[src/rtl/rwt_up_bus_pkg.sv]
// Shared definitions for the up_* bus master.
//   state_t       : bus master FSM states
//   UP_ADDR_WIDTH : default up bus address width
//   UP_DATA_WIDTH : default up bus data width
//   UP_ERR_RDATA  : read data returned with an errored (timed-out) response
package rwt_up_bus_pkg;

    typedef enum logic [1:0] {
        ST_IDLE = 2'd0,
        ST_REQ  = 2'd1,
        ST_WAIT = 2'd2,
        ST_RESP = 2'd3
    } state_t;

    localparam int UP_ADDR_WIDTH = 9;
    localparam int UP_DATA_WIDTH = 32;

    localparam logic [UP_DATA_WIDTH-1:0] UP_ERR_RDATA = '0;

endpackage

[src/rtl/rwt_up_bus_master.sv]
// Initiator for the up_* register bus.
// Accepts one command (write or read) on a valid/ready stream, issues a single
// cycle up_wreq/up_rreq, waits for the matching ack (bounded by TIMEOUT_CYCLES)
// and returns a response on a valid/ready stream.
//
// Ports:
//   up_clk, up_rstn        clock, asynchronous active-low reset
//   cmd_valid/cmd_ready    command stream; cmd_write, cmd_addr, cmd_wdata
//   rsp_valid/rsp_ready    response stream; rsp_write, rsp_rdata, rsp_error
//   up_wreq/up_waddr/up_wdata/up_wack     up bus write channel
//   up_rreq/up_raddr/up_rdata/up_rack     up bus read channel
//   busy                   high whenever the FSM is not idle
//   timeout_count          saturating count of timed-out transactions
//
// Handshakes: a transfer happens on a rising up_clk edge where valid and ready
// are both high. A producer holds valid and its payload stable until that edge.
// All outputs are registered.
module rwt_up_bus_master
    import rwt_up_bus_pkg::*;
#(
    parameter int ADDR_WIDTH     = UP_ADDR_WIDTH,
    parameter int DATA_WIDTH     = UP_DATA_WIDTH,
    parameter int TIMEOUT_CYCLES = 64
) (
    input  logic                  up_clk,
    input  logic                  up_rstn,
    input  logic                  cmd_valid,
    output logic                  cmd_ready,
    input  logic                  cmd_write,
    input  logic [ADDR_WIDTH-1:0] cmd_addr,
    input  logic [DATA_WIDTH-1:0] cmd_wdata,
    output logic                  rsp_valid,
    input  logic                  rsp_ready,
    output logic                  rsp_write,
    output logic [DATA_WIDTH-1:0] rsp_rdata,
    output logic                  rsp_error,
    output logic                  up_wreq,
    output logic [ADDR_WIDTH-1:0] up_waddr,
    output logic [DATA_WIDTH-1:0] up_wdata,
    input  logic                  up_wack,
    output logic                  up_rreq,
    output logic [ADDR_WIDTH-1:0] up_raddr,
    input  logic [DATA_WIDTH-1:0] up_rdata,
    input  logic                  up_rack,
    output logic                  busy,
    output logic [15:0]           timeout_count
);

    localparam int CW = $clog2(TIMEOUT_CYCLES + 1);

    state_t          state;
    state_t          state_next;
    logic [CW-1:0]   wait_cnt;
    logic            wr_q;
    logic            cmd_fire;
    logic            rsp_fire;
    logic            ack;
    logic            timed_out;

    // cmd_ready is only ever high in IDLE, so cmd_fire implies IDLE.
    assign cmd_fire  = cmd_valid & cmd_ready;
    assign rsp_fire  = rsp_valid & rsp_ready;
    // Only the ack matching the outstanding request counts.
    assign ack       = wr_q ? up_wack : up_rack;
    assign timed_out = (wait_cnt == CW'(TIMEOUT_CYCLES));

    always_comb begin
        state_next = state;
        case (state)
            ST_IDLE: if (cmd_fire)          state_next = ST_REQ;
            ST_REQ:                         state_next = ST_WAIT;
            ST_WAIT: if (ack || timed_out)  state_next = ST_RESP;
            ST_RESP: if (rsp_fire)          state_next = ST_IDLE;
            default:                        state_next = ST_IDLE;
        endcase
    end

    // FSM state, timeout counter and the status/strobe outputs.
    always_ff @(posedge up_clk or negedge up_rstn) begin
        if (!up_rstn) begin
            state         <= ST_IDLE;
            wait_cnt      <= '0;
            timeout_count <= '0;
            cmd_ready     <= 1'b0;
            busy          <= 1'b0;
            rsp_valid     <= 1'b0;
            up_wreq       <= 1'b0;
            up_rreq       <= 1'b0;
        end else begin
            state     <= state_next;
            cmd_ready <= (state_next == ST_IDLE);
            busy      <= (state_next != ST_IDLE);
            rsp_valid <= (state_next == ST_RESP);
            // Requests are one-cycle pulses: cmd_ready drops in the REQ cycle,
            // so cmd_fire cannot repeat on the following edge.
            up_wreq   <= cmd_fire & cmd_write;
            up_rreq   <= cmd_fire & ~cmd_write;

            if (state == ST_REQ) begin
                wait_cnt <= CW'(1);
            end else if (state == ST_WAIT && !ack && !timed_out) begin
                wait_cnt <= wait_cnt + CW'(1);
            end

            if (state == ST_WAIT && !ack && timed_out && timeout_count != 16'hFFFF) begin
                timeout_count <= timeout_count + 16'd1;
            end
        end
    end

    // Command latch (drives the bus address/data) and response registers.
    always_ff @(posedge up_clk or negedge up_rstn) begin
        if (!up_rstn) begin
            wr_q      <= 1'b0;
            up_waddr  <= '0;
            up_wdata  <= '0;
            up_raddr  <= '0;
            rsp_write <= 1'b0;
            rsp_rdata <= '0;
            rsp_error <= 1'b0;
        end else begin
            if (cmd_fire) begin
                wr_q <= cmd_write;
                if (cmd_write) begin
                    up_waddr <= cmd_addr;
                    up_wdata <= cmd_wdata;
                end else begin
                    up_raddr <= cmd_addr;
                end
            end

            // Ack beats timeout when both land in the same cycle.
            if (state == ST_WAIT && (ack || timed_out)) begin
                rsp_write <= wr_q;
                rsp_error <= ~ack;
                rsp_rdata <= (ack && !wr_q) ? up_rdata : DATA_WIDTH'(UP_ERR_RDATA);
            end
        end
    end

endmodule
[config.mk]
export PLATFORM = sky130hd
export DESIGN_NAME = rwt_up_bus_master
export DESIGN_NICKNAME = d
export VERILOG_FILES = /design/src/rtl/rwt_up_bus_pkg.sv /design/src/rtl/rwt_up_bus_master.sv
export SDC_FILE = /design/constraint.sdc
export NUM_CORES = 1
export LEC_CHECK = 0
export ABC_AREA = 1
export CORE_MARGIN = 2
export CORE_UTILIZATION = 48
export DETAILED_ROUTE_END_ITERATION = 10
export PLACE_DENSITY = 0.95
export SLEW_MARGIN = 20
export SYNTH_ARGS = -nofsm -noshare
export SYNTH_HDL_FRONTEND = slang
export SYNTH_SLANG_ARGS = --single-unit
export TNS_END_PERCENT = 1
[constraint.sdc]
create_clock -name up_clk -period 2.9 [get_ports up_clk]
set_clock_uncertainty 0.1 [all_clocks]
set_input_delay 0.435 -clock up_clk [delete_from_list [all_inputs] [get_ports up_clk]]
set_output_delay 0.435 -clock up_clk [all_outputs]
set_load 0.02 [all_outputs]
==> impl_metrics.prom, run 1 <==
# TYPE chip_impl_metric gauge
chip_impl_metric{name="layout.cell_area.non_filler",unit="um2"} 7530
chip_impl_metric{name="cts_inserted_buffers",unit=""} 17
chip_impl_info{name="min_path_type",value="input port to flip-flop"} 1
chip_impl_metric{name="postSynthNetCount",unit=""} 680
chip_impl_metric{name="slew-limit-headroom",unit="%"} 61.3
chip_impl_metric{name="chipWidth",unit="um"} 106
chip_impl_info{name="grt-busiest-layer",value="met2"} 1
chip_impl_metric{name="share_of_post_route_cells_with_drive_strength_above_1",unit="%"} 10.4
chip_impl_metric{name="antenna_found_initial",unit=""} 0
chip_impl_metric{name="cts.reportedPaths.clkPinSlew",unit="ns"} 0.06
chip_impl_metric{name="minimum_setup_slack_among_reg_to_reg_paths",unit="ns"} 0.89
chip_impl_metric{name="comb_power_share",unit="%"} 40.7
chip_impl_info{name="min_from",value="cmd_wdata[9]"} 1
chip_impl_info{name="setup.worst_path.end",value="timeout_count[2]"} 1
chip_impl_metric{name="p_total",unit="mW"} 7.52
chip_impl_metric{name="detail_route.first_pass.iterations",unit=""} 5
chip_impl_info{name="layout.cells.most_common_list",value="nand2_1, clkdlybuf4s50_1, dfrtp_1"} 1
chip_impl_info{name="postSynth.topFlopCell",value="dfrtp_1"} 1
chip_impl_metric{name="antenna_diode_count",unit=""} 0
chip_impl_metric{name="max-clock-path-buffers",unit=""} 2
chip_impl_metric{name="grt_pass1_wl",unit="mm"} 22.5
chip_impl_metric{name="clock_tree.htree_level_count",unit=""} 4
chip_impl_metric{name="clock_power_share",unit="%"} 24.5
chip_impl_metric{name="floorplan.io_pins",unit=""} 185
chip_impl_metric{name="ys_async_sr_fraction",unit="%"} 100
chip_impl_metric{name="pwr-share-seq",unit="%"} 34.8
chip_impl_info{name="crit_path_top_delay_cell",value="clkdlybuf4s50_1"} 1
chip_impl_metric{name="yosys.area.top_type_share",unit="%"} 57.2
chip_impl_metric{name="drtIter0Drc",unit=""} 221
chip_impl_metric{name="floorplan.initialDensity",unit="%"} 49.2
chip_impl_metric{name="ys_warn_count",unit=""} 0
chip_impl_metric{name="pin_count_of_the_biggest_net_entering_global_routing",unit=""} 67
chip_impl_metric{name="synth_edf_count",unit=""} 0
chip_impl_info{name="netlist_top_cells_area",value="dfrtp_1, nand2_1, o21ai_0, nand2_2, inv_1"} 1
chip_impl_metric{name="timing_worst_slew_pin_value",unit="ns"} 0.580
chip_impl_metric{name="drcViolationCount",unit=""} 0
chip_impl_info{name="timing.critical_path.to_type",value="output port"} 1
chip_impl_metric{name="power_per_cell_area",unit="nW/um2"} 998
chip_impl_metric{name="cts_num_sinks",unit=""} 115
chip_impl_info{name="setup_repair_after_global_routing_missed_its_margin",value="no"} 1
chip_impl_info{name="crit-reg2reg-capture",value="rsp_valid$_DFF_PN0_"} 1
chip_impl_metric{name="gr-usage-all-layers",unit="%"} 25.4
chip_impl_metric{name="number_of_global_route_vias_before_repair",unit=""} 4823
chip_impl_metric{name="period_needed",unit="ns"} 2.22
chip_impl_metric{name="port_buffers",unit=""} 184
chip_impl_metric{name="static-leakage-power",unit="nW"} 3.49
chip_impl_metric{name="max_fclk",unit="MHz"} 451
chip_impl_metric{name="gp_routability_congestion",unit=""} 0.854
chip_impl_info{name="crit_path_start_kind",value="flip-flop"} 1
chip_impl_info{name="critical_path.reg2reg.startpoint",value="wait_cnt[0]$_DFFE_PN0P_"} 1
chip_impl_metric{name="post-route-period-util",unit="%"} 76.5
chip_impl_metric{name="design.core.area",unit="um2"} 10200
chip_impl_info{name="worst-setup-path-type",value="flip-flop to output port"} 1
chip_impl_metric{name="cell_internal_pwr",unit="mW"} 4.66
chip_impl_metric{name="antenna_violating_nets_post_route",unit=""} 0
chip_impl_info{name="synth_largest_area_cell",value="dfrtp_1"} 1
chip_impl_metric{name="hold_violations",unit=""} 0
chip_impl_metric{name="power.switching",unit="mW"} 2.86
chip_impl_metric{name="worst-path-stages",unit=""} 1
chip_impl_metric{name="timing.critical_path.buf_inv",unit=""} 1
chip_impl_metric{name="grt_remaining_overflow",unit=""} 0
chip_impl_metric{name="area_of_the_die",unit="um2"} 11300
chip_impl_metric{name="timing_max_transition_violations_final",unit=""} 0
chip_impl_info{name="layout_commonest_cell",value="nand2_1"} 1
chip_impl_metric{name="vias",unit=""} 4751
chip_impl_metric{name="num-fill-cells",unit=""} 658
chip_impl_metric{name="gr-usage-met2",unit="%"} 44.0
chip_impl_metric{name="cp.required",unit="ns"} 2.37
chip_impl_metric{name="gr-usage-met1",unit="%"} 28.3
chip_impl_metric{name="synthesis.instances",unit=""} 597
chip_impl_metric{name="worst_skew_pair.late_latency",unit="ns"} 0.51
chip_impl_metric{name="critPathArrivalTime",unit="ns"} 1.68
chip_impl_metric{name="placedInstanceArea",unit="um2"} 6990
chip_impl_metric{name="floorplan.rows",unit=""} 37
chip_impl_metric{name="synth_sequential_area_ratio",unit="%"} 57.2
chip_impl_metric{name="netlist-cell-type-count",unit=""} 25
chip_impl_info{name="outcome",value="finished clean"} 1
chip_impl_info{name="cts_tree",value="done"} 1
chip_impl_metric{name="dp_hpwl",unit="mm"} 9.87
chip_impl_metric{name="postCtsSetupBuffers",unit=""} 0
chip_impl_metric{name="setup-violations-final",unit=""} 0
chip_impl_metric{name="area_delta_synth_final",unit="%"} 49.6
chip_impl_metric{name="critPathMaxStageDelay",unit="ns"} 0.68
chip_impl_metric{name="vdd_drop_max",unit="uV"} 799
chip_impl_metric{name="post_drt_wl_per_cell",unit="um"} 14.7
chip_impl_metric{name="floorplan.die.height",unit="um"} 106
chip_impl_metric{name="crit_path_max_fanout",unit=""} 7
chip_impl_metric{name="syn_avg_cell_area",unit="um2"} 8.43
chip_impl_metric{name="synth_area",unit="um2"} 5030
chip_impl_metric{name="num-nets-final",unit=""} 869
chip_impl_metric{name="worst-r2r-cell-count",unit=""} 7
chip_impl_metric{name="global_route_met3_usage",unit="%"} 10.3
chip_impl_metric{name="viasPerCell",unit=""} 5.08
chip_impl_metric{name="finalSetupTns",unit="ns"} 0
chip_impl_metric{name="cap_viol_max_count",unit=""} 0
chip_impl_info{name="startpoint",value="timeout_count[2]$_DFFE_PN0P_"} 1
chip_impl_metric{name="switching_share",unit="%"} 38.0
chip_impl_info{name="cp_cell_sequence",value="clkdlybuf4s50_1"} 1
chip_impl_info{name="cts.root.buffer_cell",value="clkbuf_8"} 1
chip_impl_metric{name="synth-seq-cells",unit=""} 115
chip_impl_info{name="critical-path-top-delay-family",value="buffers and inverters"} 1
chip_impl_metric{name="routed_wl",unit="mm"} 13.8
-- metal layers --
metal  vias up  share of wire, %
met1      2252                38
met5         -                 0
met4         0               1.9
li1       2242                 -
met3        24                10
met2       233                50
-- state kept, by name, indices dropped and copies added (netlist names) --
signal         count
rsp_rdata         32
cmd_ready          1
wr_q               1
up_raddr           9
rsp_valid          1
busy               1
timeout_count     16
rsp_error          1
up_rreq            1
wait_cnt           7
up_waddr           9
up_wreq            1
state              2
up_wdata          32
rsp_write          1
-- cell usage after synthesis (3+ instances only) --
| master | number |
|---|---|
| nand2_1 | 263 |
| dfrtp_1 | 115 |
| o21ai_0 | 59 |
| inv_1 | 36 |
| nand2_2 | 24 |
| nor2_1 | 19 |
| nand3_1 | 14 |
| clkbuf_1 | 12 |
| nand4_1 | 10 |
| nor2_2 | 9 |
| buf_2 | 6 |
| inv_2 | 6 |
| xnor2_1 | 5 |
| ha_1 | 3 |
| xor2_1 | 3 |
-- kinds of logic (layout without fill, tap and decap cells) --
kind of cell / after synthesis / after routing / share of synthesized area, %
and+or+nand+nor: 343 / 343 / 28.6
DFF: 115 / 115 / 57.2
AOI/OAI and AO/OA: 65 / 65 / 6.76
adders and majority gates: 3 / 3 / 0.746
xor gates and xnor gates: 8 / 8 / 1.39
buffers and inverters: 63 / 265 / 5.39
-- cell type report --
type | instances | area (um2) | share of cell area, %
Clock buffer | 18 | 428 | 5.68
Clock inverter | 14 | 108 | 1.43
Inverter | 42 | 158 | 2.09
Multi-Input combinational cell | 419 | 1890 | 25.0
Sequential cell | 115 | 2880 | 38.2
Tap cell | 136 | 170 | 2.26
Timing Repair Buffer | 191 | 1910 | 25.3
-- power groups by stage --
stage	combinational (mW)	clock [mW]	sequential, mW
CTS	3.08	1.86	2.62
global route	3.30	1.95	2.68
global placement	2.94	0	2.59
finish	3.06	1.84	2.62
floorplan	0.804	0	3.27
detailed placement	3.05	0	2.62
-- repair_timing --
item / CTS / global route
endpoints found under the hold margin: 41 / 0
hold buffers: 1 / 0
resized for setup: 0 / 0
endpoints found under the setup margin: 0 / 0
-- stage by stage --
stage          cells  setup WS (ns)  hold WS, ns  util, %
2_1_floorplan    597           1.20       0.0394        -
3_3_place_gp     902          0.841        0.354     68.3
3_5_place_dp     902          0.737        0.360     68.3
4_1_cts          935          0.676        0.341     73.6
5_1_grt          935          0.623        0.350     73.6
6_report         935          0.682        0.352     73.6
-- how the worst min path moves through the flow --
| stage | endpoint | cells after the start |
|---|---|---|
| 6_report | up_wdata[9]$_DFFE_PN0P_ | 3 |
| 5_1_grt | up_wdata[14]$_DFFE_PN0P_ | 3 |
| 4_1_cts | up_wdata[9]$_DFFE_PN0P_ | 3 |
| 3_5_place_dp | up_wdata[14]$_DFFE_PN0P_ | 2 |
| 3_3_place_gp | up_wdata[13]$_DFFE_PN0P_ | 2 |
| 2_1_floorplan | busy$_DFF_PN0_ | 0 |
No activity file was read; power rests on OpenSTA's default activity.
==> inputs of run 2 (changes only) <==
--- a/config.mk
+++ b/config.mk
@@ -7,9 +7,9 @@
 export LEC_CHECK = 0
 export ABC_AREA = 1
 export CORE_MARGIN = 2
-export CORE_UTILIZATION = 48
+export CORE_UTILIZATION = 40
 export DETAILED_ROUTE_END_ITERATION = 10
-export PLACE_DENSITY = 0.95
+export PLACE_DENSITY = 0.87
 export SLEW_MARGIN = 20
 export SYNTH_ARGS = -nofsm -noshare
 export SYNTH_HDL_FRONTEND = slang
==> constraint.sdc (replaced) <==
create_clock -name up_clk -period 1.8 [get_ports up_clk]
set_clock_uncertainty 0.1 [all_clocks]
set_input_delay 0.27 -clock up_clk [delete_from_list [all_inputs] [get_ports up_clk]]
set_output_delay 0.27 -clock up_clk [all_outputs]
set_load 0.02 [all_outputs]
==> run 2 against run 1 <==
Against the previous run: non-clock buffer count is 12 higher; global-route usage decreased by 4.6 points; final area grew 4.2%; count of clock-buffer cells in the layout rose by 4; wire length shrank 2.9%; critical path depth did not move; first-iteration DRC count increased by 7.7%; critical endpoint is now up_wdata[3]; via count is 4.2% lower; register-to-register slack worse by 0.73 ns; setup slack worse by 0.64 ns.
==> impl_metrics.prom, run 2 (synthesized netlist as in run 1, its figures left out) <==
# TYPE chip_impl_metric gauge
chip_impl_metric{name="cp.required",unit="ns"} 1.43
chip_impl_metric{name="antenna_diode_count",unit=""} 0
chip_impl_metric{name="port_buffers",unit=""} 184
chip_impl_info{name="critical-path-top-delay-family",value="buffers and inverters"} 1
chip_impl_metric{name="viasPerCell",unit=""} 4.66
chip_impl_metric{name="pin_count_of_the_biggest_net_entering_global_routing",unit=""} 39
chip_impl_info{name="outcome",value="finished clean"} 1
chip_impl_metric{name="timing.critical_path.buf_inv",unit=""} 1
chip_impl_info{name="cts_tree",value="done"} 1
chip_impl_metric{name="dp_hpwl",unit="mm"} 9.59
chip_impl_metric{name="gr-usage-all-layers",unit="%"} 20.8
chip_impl_metric{name="design.core.area",unit="um2"} 12200
chip_impl_metric{name="setup-violations-final",unit=""} 0
chip_impl_info{name="layout.cells.most_common_list",value="nand2_1, clkdlybuf4s50_1, dfrtp_1"} 1
chip_impl_metric{name="drtIter0Drc",unit=""} 238
chip_impl_metric{name="worst_skew_pair.late_latency",unit="ns"} 0.41
chip_impl_metric{name="share_of_post_route_cells_with_drive_strength_above_1",unit="%"} 11.2
chip_impl_metric{name="power_per_cell_area",unit="nW/um2"} 1580
chip_impl_metric{name="crit_path_max_fanout",unit=""} 2
chip_impl_metric{name="routed_wl",unit="mm"} 13.4
chip_impl_metric{name="number_of_global_route_vias_before_repair",unit=""} 4588
chip_impl_metric{name="max-clock-path-buffers",unit=""} 2
chip_impl_info{name="cts.root.buffer_cell",value="clkbuf_16"} 1
chip_impl_info{name="worst-setup-path-type",value="flip-flop to output port"} 1
chip_impl_metric{name="period_needed",unit="ns"} 1.76
chip_impl_metric{name="floorplan.initialDensity",unit="%"} 41.4
chip_impl_metric{name="place.detailed.instances",unit=""} 946
chip_impl_info{name="min_path_type",value="input port to async pin"} 1
chip_impl_info{name="timing.critical_path.to_type",value="output port"} 1
chip_impl_metric{name="cts_num_sinks",unit=""} 115
chip_impl_metric{name="static-leakage-power",unit="nW"} 4.10
chip_impl_metric{name="timing_max_transition_violations_final",unit=""} 0
chip_impl_metric{name="cts.reportedPaths.clkPinSlew",unit="ns"} 0.06
chip_impl_metric{name="pwr-share-seq",unit="%"} 33.6
chip_impl_metric{name="vias",unit=""} 4550
chip_impl_metric{name="max_fclk",unit="MHz"} 568
chip_impl_metric{name="vdd_drop_max",unit="uV"} 1120
chip_impl_metric{name="area_of_the_die",unit="um2"} 13500
chip_impl_metric{name="critPathMaxStageDelay",unit="ns"} 0.63
chip_impl_metric{name="critPathArrivalTime",unit="ns"} 1.39
chip_impl_metric{name="floorplan.io_pins",unit=""} 185
chip_impl_metric{name="switching_share",unit="%"} 35.9
chip_impl_info{name="crit_path_top_delay_cell",value="clkdlybuf4s50_1"} 1
chip_impl_metric{name="clock_power_share",unit="%"} 26.4
chip_impl_info{name="crit-reg2reg-capture",value="rsp_rdata[28]$_DFFE_PN0P_"} 1
chip_impl_metric{name="chipWidth",unit="um"} 116
chip_impl_metric{name="core_occupancy_in_the_finished_layout",unit="%"} 64.6
chip_impl_info{name="critical_path.reg2reg.startpoint",value="wait_cnt[1]$_DFFE_PN0P_"} 1
chip_impl_metric{name="clock_tree.htree_level_count",unit=""} 4
chip_impl_metric{name="comb_power_share",unit="%"} 40.0
chip_impl_metric{name="grt_remaining_overflow",unit=""} 0
chip_impl_metric{name="layoutNonFillerInstCount",unit=""} 977
chip_impl_metric{name="timing_worst_slew_pin_value",unit="ns"} 0.296
chip_impl_metric{name="cell_internal_pwr",unit="mW"} 7.93
chip_impl_metric{name="placedInstanceArea",unit="um2"} 7210
chip_impl_metric{name="floorplan.die.height",unit="um"} 116
chip_impl_metric{name="drcViolationCount",unit=""} 0
chip_impl_metric{name="gp_routability_congestion",unit=""} 0.854
chip_impl_metric{name="minimum_setup_slack_among_reg_to_reg_paths",unit="ns"} 0.16
chip_impl_info{name="layout_top_registers",value="rsp_rdata (32), up_wdata (32), timeout_count (16)"} 1
chip_impl_metric{name="floorplan.rows",unit=""} 40
chip_impl_metric{name="layout.cell_area.non_filler",unit="um2"} 7850
chip_impl_info{name="crit_path_start_kind",value="flip-flop"} 1
chip_impl_metric{name="post_drt_wl_per_cell",unit="um"} 13.7
chip_impl_info{name="layout_commonest_cell",value="nand2_1"} 1
chip_impl_metric{name="power.switching",unit="mW"} 4.44
chip_impl_metric{name="postCtsSetupBuffers",unit=""} 0
chip_impl_metric{name="detail_route.first_pass.iterations",unit=""} 4
chip_impl_metric{name="cts_inserted_buffers",unit=""} 17
chip_impl_metric{name="num-nets-final",unit=""} 881
chip_impl_metric{name="cap_viol_max_count",unit=""} 0
chip_impl_metric{name="area_delta_synth_final",unit="%"} 56.0
chip_impl_metric{name="post-route-period-util",unit="%"} 97.8
chip_impl_metric{name="antenna_violating_nets_post_route",unit=""} 0
chip_impl_metric{name="antenna_found_initial",unit=""} 0
chip_impl_metric{name="worst-r2r-cell-count",unit=""} 8
chip_impl_info{name="cp_cell_sequence",value="clkdlybuf4s50_1"} 1
chip_impl_metric{name="slew-limit-headroom",unit="%"} 80.2
chip_impl_metric{name="num-fill-cells",unit=""} 918
chip_impl_metric{name="grt_pass1_wl",unit="mm"} 21.6
chip_impl_metric{name="hold_violations",unit=""} 0
run 2: cell count changes in the layout (fill, tap and decap cells not counted), sizes merged:
cell | previous run | this run
buf | 7 | 19
bufinv | 0 | 2
clkbuf | 18 | 22
clkdlybuf4s50 | 183 | 133
clkinv | 9 | 5
clkinvlp | 3 | 1
dlygate4sd2 | 0 | 19
dlymetal6s2s | 0 | 31
inv | 44 | 42
run 2: through the flow:
stage | setup TNS, ns | worst slack, ns | hold WS (ns) | power, mW
final | 0 | 0.0399 | 0.184 | 12.4
after global routing | -0.000151 | -0.000151 | 0.183 | 13.1
after CTS | 0 | 0.00190 | 0.167 | 12.5
after detailed placement | 0 | 0.0781 | 0.0675 | 9.21
after global placement | 0 | 0.118 | 0.0661 | 9.08
after floorplan | 0 | 0.0979 | -0.126 | 6.56
run 2: power by group through the flow:
stage	logic [mW]	clock network [mW]	registers [mW]
floorplan	1.29	0	5.27
global placement	4.93	0	4.14
detailed placement	5.04	0	4.17
CTS	5.05	3.30	4.17
global route	5.35	3.46	4.28
finish	4.95	3.26	4.16
run 2: what timing repair did:
action | in CTS | in global routing
endpoints found under the setup margin | 19 | 44
gates resized for setup | 19 | 32
hold buffers | 1 | 0
endpoints found under the hold margin | 115 | 0
run 2: per-layer routing:
metal  vias to the layer above  GRT usage [%]  share of wire, %
met4                         0           8.65               2.0
met1                      2084           23.9                40
met5                         -              0                 0
li1                       2263              -                 -
met2                       180           33.5                48
met3                        23           10.1               9.9
run 2: worst max path at each step:
| stage | from | endpoint | slack [ns] | cells past startpoint |
|---|---|---|---|---|
| 2_1_floorplan | timeout_count[1]$_DFFE_PN0P_ | timeout_count[12]$_DFFE_PN0P_ | 0.1 | 9 |
| 3_3_place_gp | up_rack | timeout_count[3]$_DFFE_PN0P_ | 0.12 | 8 |
| 3_5_place_dp | up_rack | timeout_count[3]$_DFFE_PN0P_ | 0.08 | 8 |
| 4_1_cts | up_wdata[26]$_DFFE_PN0P_ | up_wdata[26] | 0.002 | 1 |
| 5_1_grt | up_raddr[5]$_DFFE_PN0P_ | up_raddr[5] | -0.0002 | 1 |
| 6_report | up_wdata[3]$_DFFE_PN0P_ | up_wdata[3] | 0.04 | 1 |
run 2: layout make-up:
cell class / count / area, um2 / area share [%]
sequential: 115 / 2880 / 36.6
timing repair buffer: 203 / 2140 / 27.2
multi-input combinational: 419 / 1890 / 24.1
clock buffer: 22 / 474 / 6.04
tap: 168 / 210 / 2.68
inverter: 42 / 158 / 2.01
clock inverter: 8 / 104 / 1.32
==> inputs of run 3 (changes only) <==
--- a/config.mk
+++ b/config.mk
@@ -5,11 +5,11 @@
 export SDC_FILE = /design/constraint.sdc
 export NUM_CORES = 1
 export LEC_CHECK = 0
-export ABC_AREA = 1
 export CORE_MARGIN = 2
 export CORE_UTILIZATION = 40
 export DETAILED_ROUTE_END_ITERATION = 10
-export PLACE_DENSITY = 0.87
+export PLACE_DENSITY = 0.88
+export SETUP_SLACK_MARGIN = 0.2
 export SLEW_MARGIN = 20
 export SYNTH_ARGS = -nofsm -noshare
 export SYNTH_HDL_FRONTEND = slang
==> run 3 against run 2 <==
Against the previous run: the flow now finishes with violations (design-rule violations, negative setup slack); clock power down 3%; power down 2.4%; global-route usage down 0.30 points; combinational power down 2%; final cell count down 18%; hold slack better by 0.14 ns; highest routed layer unchanged.
==> impl_metrics.prom, run 3 <==
# TYPE chip_impl_metric gauge
chip_impl_metric{name="viasPerCell",unit=""} 4.98
chip_impl_metric{name="post_drt_wl_per_cell",unit="um"} 15.8
chip_impl_info{name="startpoint",value="wait_cnt[1]$_DFFE_PN0P_"} 1
chip_impl_info{name="yosysMostFrequentCell",value="dfrtp_1"} 1
chip_impl_metric{name="p_total",unit="mW"} 12.1
chip_impl_metric{name="synth_edf_count",unit=""} 0
chip_impl_metric{name="critPathMaxStageDelay",unit="ns"} 0.52
chip_impl_metric{name="vdd_drop_max",unit="uV"} 1140
chip_impl_metric{name="antenna_diode_count",unit=""} 0
chip_impl_info{name="layout.cells.most_common_list",value="dfrtp_1, dlygate4sd2_1, clkdlybuf4s50_1"} 1
chip_impl_metric{name="pin_count_of_the_biggest_net_entering_global_routing",unit=""} 116
chip_impl_metric{name="multi_input_area",unit="um2"} 1840
chip_impl_info{name="top_signal_layer_used",value="met4"} 1
chip_impl_metric{name="netlist-cell-type-count",unit=""} 40
chip_impl_info{name="setup_repair_after_global_routing_missed_its_margin",value="yes"} 1
chip_impl_metric{name="cts_num_sinks",unit=""} 115
chip_impl_info{name="crit-reg2reg-capture",value="timeout_count[12]$_DFFE_PN0P_"} 1
chip_impl_info{name="min_from",value="up_rdata[0]"} 1
chip_impl_info{name="postSynth.topFlopCell",value="dfrtp_1"} 1
chip_impl_metric{name="cap_viol_max_count",unit=""} 0
chip_impl_metric{name="cp.required",unit="ns"} 1.99
chip_impl_metric{name="static-leakage-power",unit="nW"} 3.78
chip_impl_metric{name="ys_async_sr_fraction",unit="%"} 100
chip_impl_info{name="worst-setup-path-type",value="flip-flop to flip-flop"} 1
chip_impl_info{name="critical_path.reg2reg.startpoint",value="wait_cnt[1]$_DFFE_PN0P_"} 1
chip_impl_info{name="min_path_type",value="input port to flip-flop"} 1
chip_impl_metric{name="detailed_routing_wirelength_on_met1",unit="mm"} 4.81
chip_impl_metric{name="period_needed",unit="ns"} 2.15
chip_impl_metric{name="whs_path_depth",unit=""} 3
chip_impl_metric{name="post-route-period-util",unit="%"} 120
chip_impl_metric{name="synth_area",unit="um2"} 4780
chip_impl_metric{name="clock_tree.htree_level_count",unit=""} 4
chip_impl_metric{name="drcViolationCount",unit=""} 15
chip_impl_info{name="netlist_top_cells_area",value="dfrtp_1, mux2_2, nand3_1, o21ai_0, nand2_1"} 1
chip_impl_metric{name="cts.reportedPaths.clkPinSlew",unit="ns"} 0.05
chip_impl_metric{name="met3RoutedLength",unit="mm"} 1.13
chip_impl_metric{name="ys_warn_count",unit=""} 0
chip_impl_metric{name="slew-limit-headroom",unit="%"} 56.4
chip_impl_metric{name="floorplan.die.height",unit="um"} 113
chip_impl_metric{name="max_fclk",unit="MHz"} 464
chip_impl_info{name="critPathMostFrequentCell",value="buf_12"} 1
chip_impl_metric{name="postSynthNetCount",unit=""} 498
chip_impl_metric{name="fin_hold_ws",unit="ns"} 0.327
chip_impl_metric{name="max-clock-path-buffers",unit=""} 2
chip_impl_metric{name="detail_route.first_pass.iterations",unit=""} 7
chip_impl_metric{name="synth_sequential_area_ratio",unit="%"} 60.3
chip_impl_metric{name="area_of_the_die",unit="um2"} 12800
chip_impl_info{name="cts.root.buffer_cell",value="clkbuf_16"} 1
chip_impl_metric{name="antenna_found_initial",unit=""} 0
chip_impl_metric{name="drtIter0Drc",unit=""} 188
chip_impl_metric{name="syn_avg_cell_area",unit="um2"} 11.5
chip_impl_metric{name="number_of_global_route_vias_before_repair",unit=""} 4273
chip_impl_metric{name="worst_skew_pair.late_latency",unit="ns"} 0.40
chip_impl_metric{name="critPathArrivalTime",unit="ns"} 2.34
chip_impl_metric{name="floorplan.io_pins",unit=""} 185
chip_impl_info{name="layout_commonest_cell",value="dfrtp_1"} 1
chip_impl_metric{name="num-nets-final",unit=""} 731
chip_impl_metric{name="postLayoutSetupSlackWorst",unit="ns"} -0.355
chip_impl_info{name="crit_path_start_kind",value="flip-flop"} 1
chip_impl_metric{name="setup-violations-final",unit=""} 54
chip_impl_metric{name="port_buffers",unit=""} 184
chip_impl_metric{name="power_per_cell_area",unit="nW/um2"} 1550
chip_impl_metric{name="chipWidth",unit="um"} 113
chip_impl_metric{name="vias",unit=""} 3998
chip_impl_metric{name="synthesis.instances",unit=""} 415
chip_impl_metric{name="routed_wl",unit="mm"} 12.7
chip_impl_metric{name="area_delta_synth_final",unit="%"} 63.4
chip_impl_metric{name="area.sequential",unit="um2"} 2880
chip_impl_metric{name="timing.critical_path.buf_inv",unit=""} 3
chip_impl_metric{name="gp_routability_congestion",unit=""} 0.846
chip_impl_metric{name="crit_path_max_fanout",unit=""} 7
chip_impl_metric{name="pre_cts_ws",unit="ns"} -0.545
chip_impl_metric{name="gr-usage-all-layers",unit="%"} 20.5
chip_impl_metric{name="dp_hpwl",unit="mm"} 9.19
chip_impl_info{name="cts_tree",value="done"} 1
chip_impl_metric{name="share_of_post_route_cells_with_drive_strength_above_1",unit="%"} 25.0
chip_impl_info{name="timing.critical_path.to_type",value="flip-flop"} 1
chip_impl_metric{name="timing_max_transition_violations_final",unit=""} 0
chip_impl_metric{name="antenna_violating_nets_post_route",unit=""} 0
chip_impl_metric{name="floorplan.initialDensity",unit="%"} 41.5
chip_impl_metric{name="grt_pass1_wl",unit="mm"} 20.7
chip_impl_info{name="failed_checks",value="design-rule violations, negative setup slack"} 1
chip_impl_metric{name="num-fill-cells",unit=""} 889
chip_impl_metric{name="core_occupancy_in_the_finished_layout",unit="%"} 67.8
chip_impl_info{name="crit_path_top_delay_cell",value="or4b_4"} 1
chip_impl_info{name="list_of_most_frequent_post_synthesis_cells",value="dfrtp_1, mux2_2, nand2_1"} 1
chip_impl_metric{name="synth-seq-cells",unit=""} 115
chip_impl_info{name="outcome",value="complete, but fails checks"} 1
chip_impl_info{name="cp_cell_sequence",value="inv_2 -> ha_4 -> nand4bb_1 -> or4b_4 -> buf_12 -> buf_12 -> nor3_4 -> mux2_4"} 1
chip_impl_metric{name="worst-r2r-cell-count",unit=""} 8
chip_impl_metric{name="grt_remaining_overflow",unit=""} 0
chip_impl_metric{name="minimum_setup_slack_among_reg_to_reg_paths",unit="ns"} -0.35
chip_impl_metric{name="hold_violations",unit=""} 0
chip_impl_info{name="synth_largest_area_cell",value="dfrtp_1"} 1
chip_impl_metric{name="cts_inserted_buffers",unit=""} 17
chip_impl_info{name="critical-path-top-delay-family",value="simple AND/OR/NAND/NOR gates"} 1
chip_impl_metric{name="timing_worst_slew_pin_value",unit="ns"} 0.653
chip_impl_metric{name="yosys.area.top_type_share",unit="%"} 60.3
chip_impl_info{name="hold-path-endpoint",value="rsp_rdata[0]$_DFFE_PN0P_"} 1
chip_impl_metric{name="wl_met2",unit="mm"} 6.49
chip_impl_info{name="layout_top_registers",value="rsp_rdata (32), up_wdata (32), timeout_count (16)"} 1
chip_impl_metric{name="design.core.area",unit="um2"} 11500
chip_impl_metric{name="floorplan.rows",unit=""} 39
-- run 3: logic make-up after synthesis --
kind of cell	share of synthesized area [%]
AOI/OAI and AO/OA	4.79
xor gates and xnor gates	2.93
adders and majority gates	0.786
buffers and inverters	5.24
DFF	60.3
muxes	10.9
and+or+nand+nor	15.1
-- run 3: area by class of cell --
type	count	share of cell area, %
sequential	115	36.9
clock inverter	4	0.577
multi-input combinational	240	23.6
tap	143	2.29
inverter	39	1.88
clock buffer	27	6.70
timing repair buffer	235	28.1
-- run 3: report_power, final --
| group | total (mW) | switching (mW) | internal, mW | leakage, nW |
|---|---|---|---|---|
| combinational | 4.83 | 2.75 | 2.09 | 2.07 |
| clock | 3.16 | 1.06 | 2.10 | 0.283 |
| sequential | 4.09 | 0.498 | 3.59 | 1.43 |
| total | 12.1 | 4.30 | 7.78 | 3.78 |
-- run 3: worst register-to-register path, stage by stage (launching register included) --
cell and delay, ns:
dfrtp_1 0.39, inv_2 0.07, ha_4 0.12, nand4bb_1 0.13, or4b_4 0.52, buf_12 0.16
buf_12 0.13, nor3_4 0.11, mux2_4 0.31
-- run 3: worst max-delay path by stage --
stage	endpoint	depth (start not counted)	slack, ns
floorplan	timeout_count[12]$_DFFE_PN0P_	7	-0.23
global placement	timeout_count[12]$_DFFE_PN0P_	6	-0.44
detailed placement	timeout_count[10]$_DFFE_PN0P_	7	-0.55
CTS	timeout_count[12]$_DFFE_PN0P_	8	-0.35
global route	timeout_count[12]$_DFFE_PN0P_	8	-0.44
finish	timeout_count[12]$_DFFE_PN0P_	8	-0.35
-- run 3: per-stage QoR --
step / std cells / cell area, um2 / TNS, ns
floorplan: 415 / 4890 / -3.07
global placement: 766 / 7200 / -9.13
detailed placement: 766 / 7200 / -12.89
CTS: 802 / 7790 / -4.62
global route: 803 / 7800 / -14.48
finish: 803 / 7800 / -9.45
-- run 3: timing repair --
action	4_1_cts	5_1_grt
hold buffers	1	0
setup buffers	4	1
gates cloned	0	0
pin swaps	19	7
resized for setup	154	32
endpoints found under the hold margin	115	0
endpoints found under the setup margin	162	65
-- run 3: layer usage --
metal | track usage [%] | vias to the layer above
met2 | 35.2 | 168
met4 | 8.54 | 0
met5 | 0 | -
li1 | - | 1874
met1 | 22.9 | 1926
met3 | 7.82 | 30
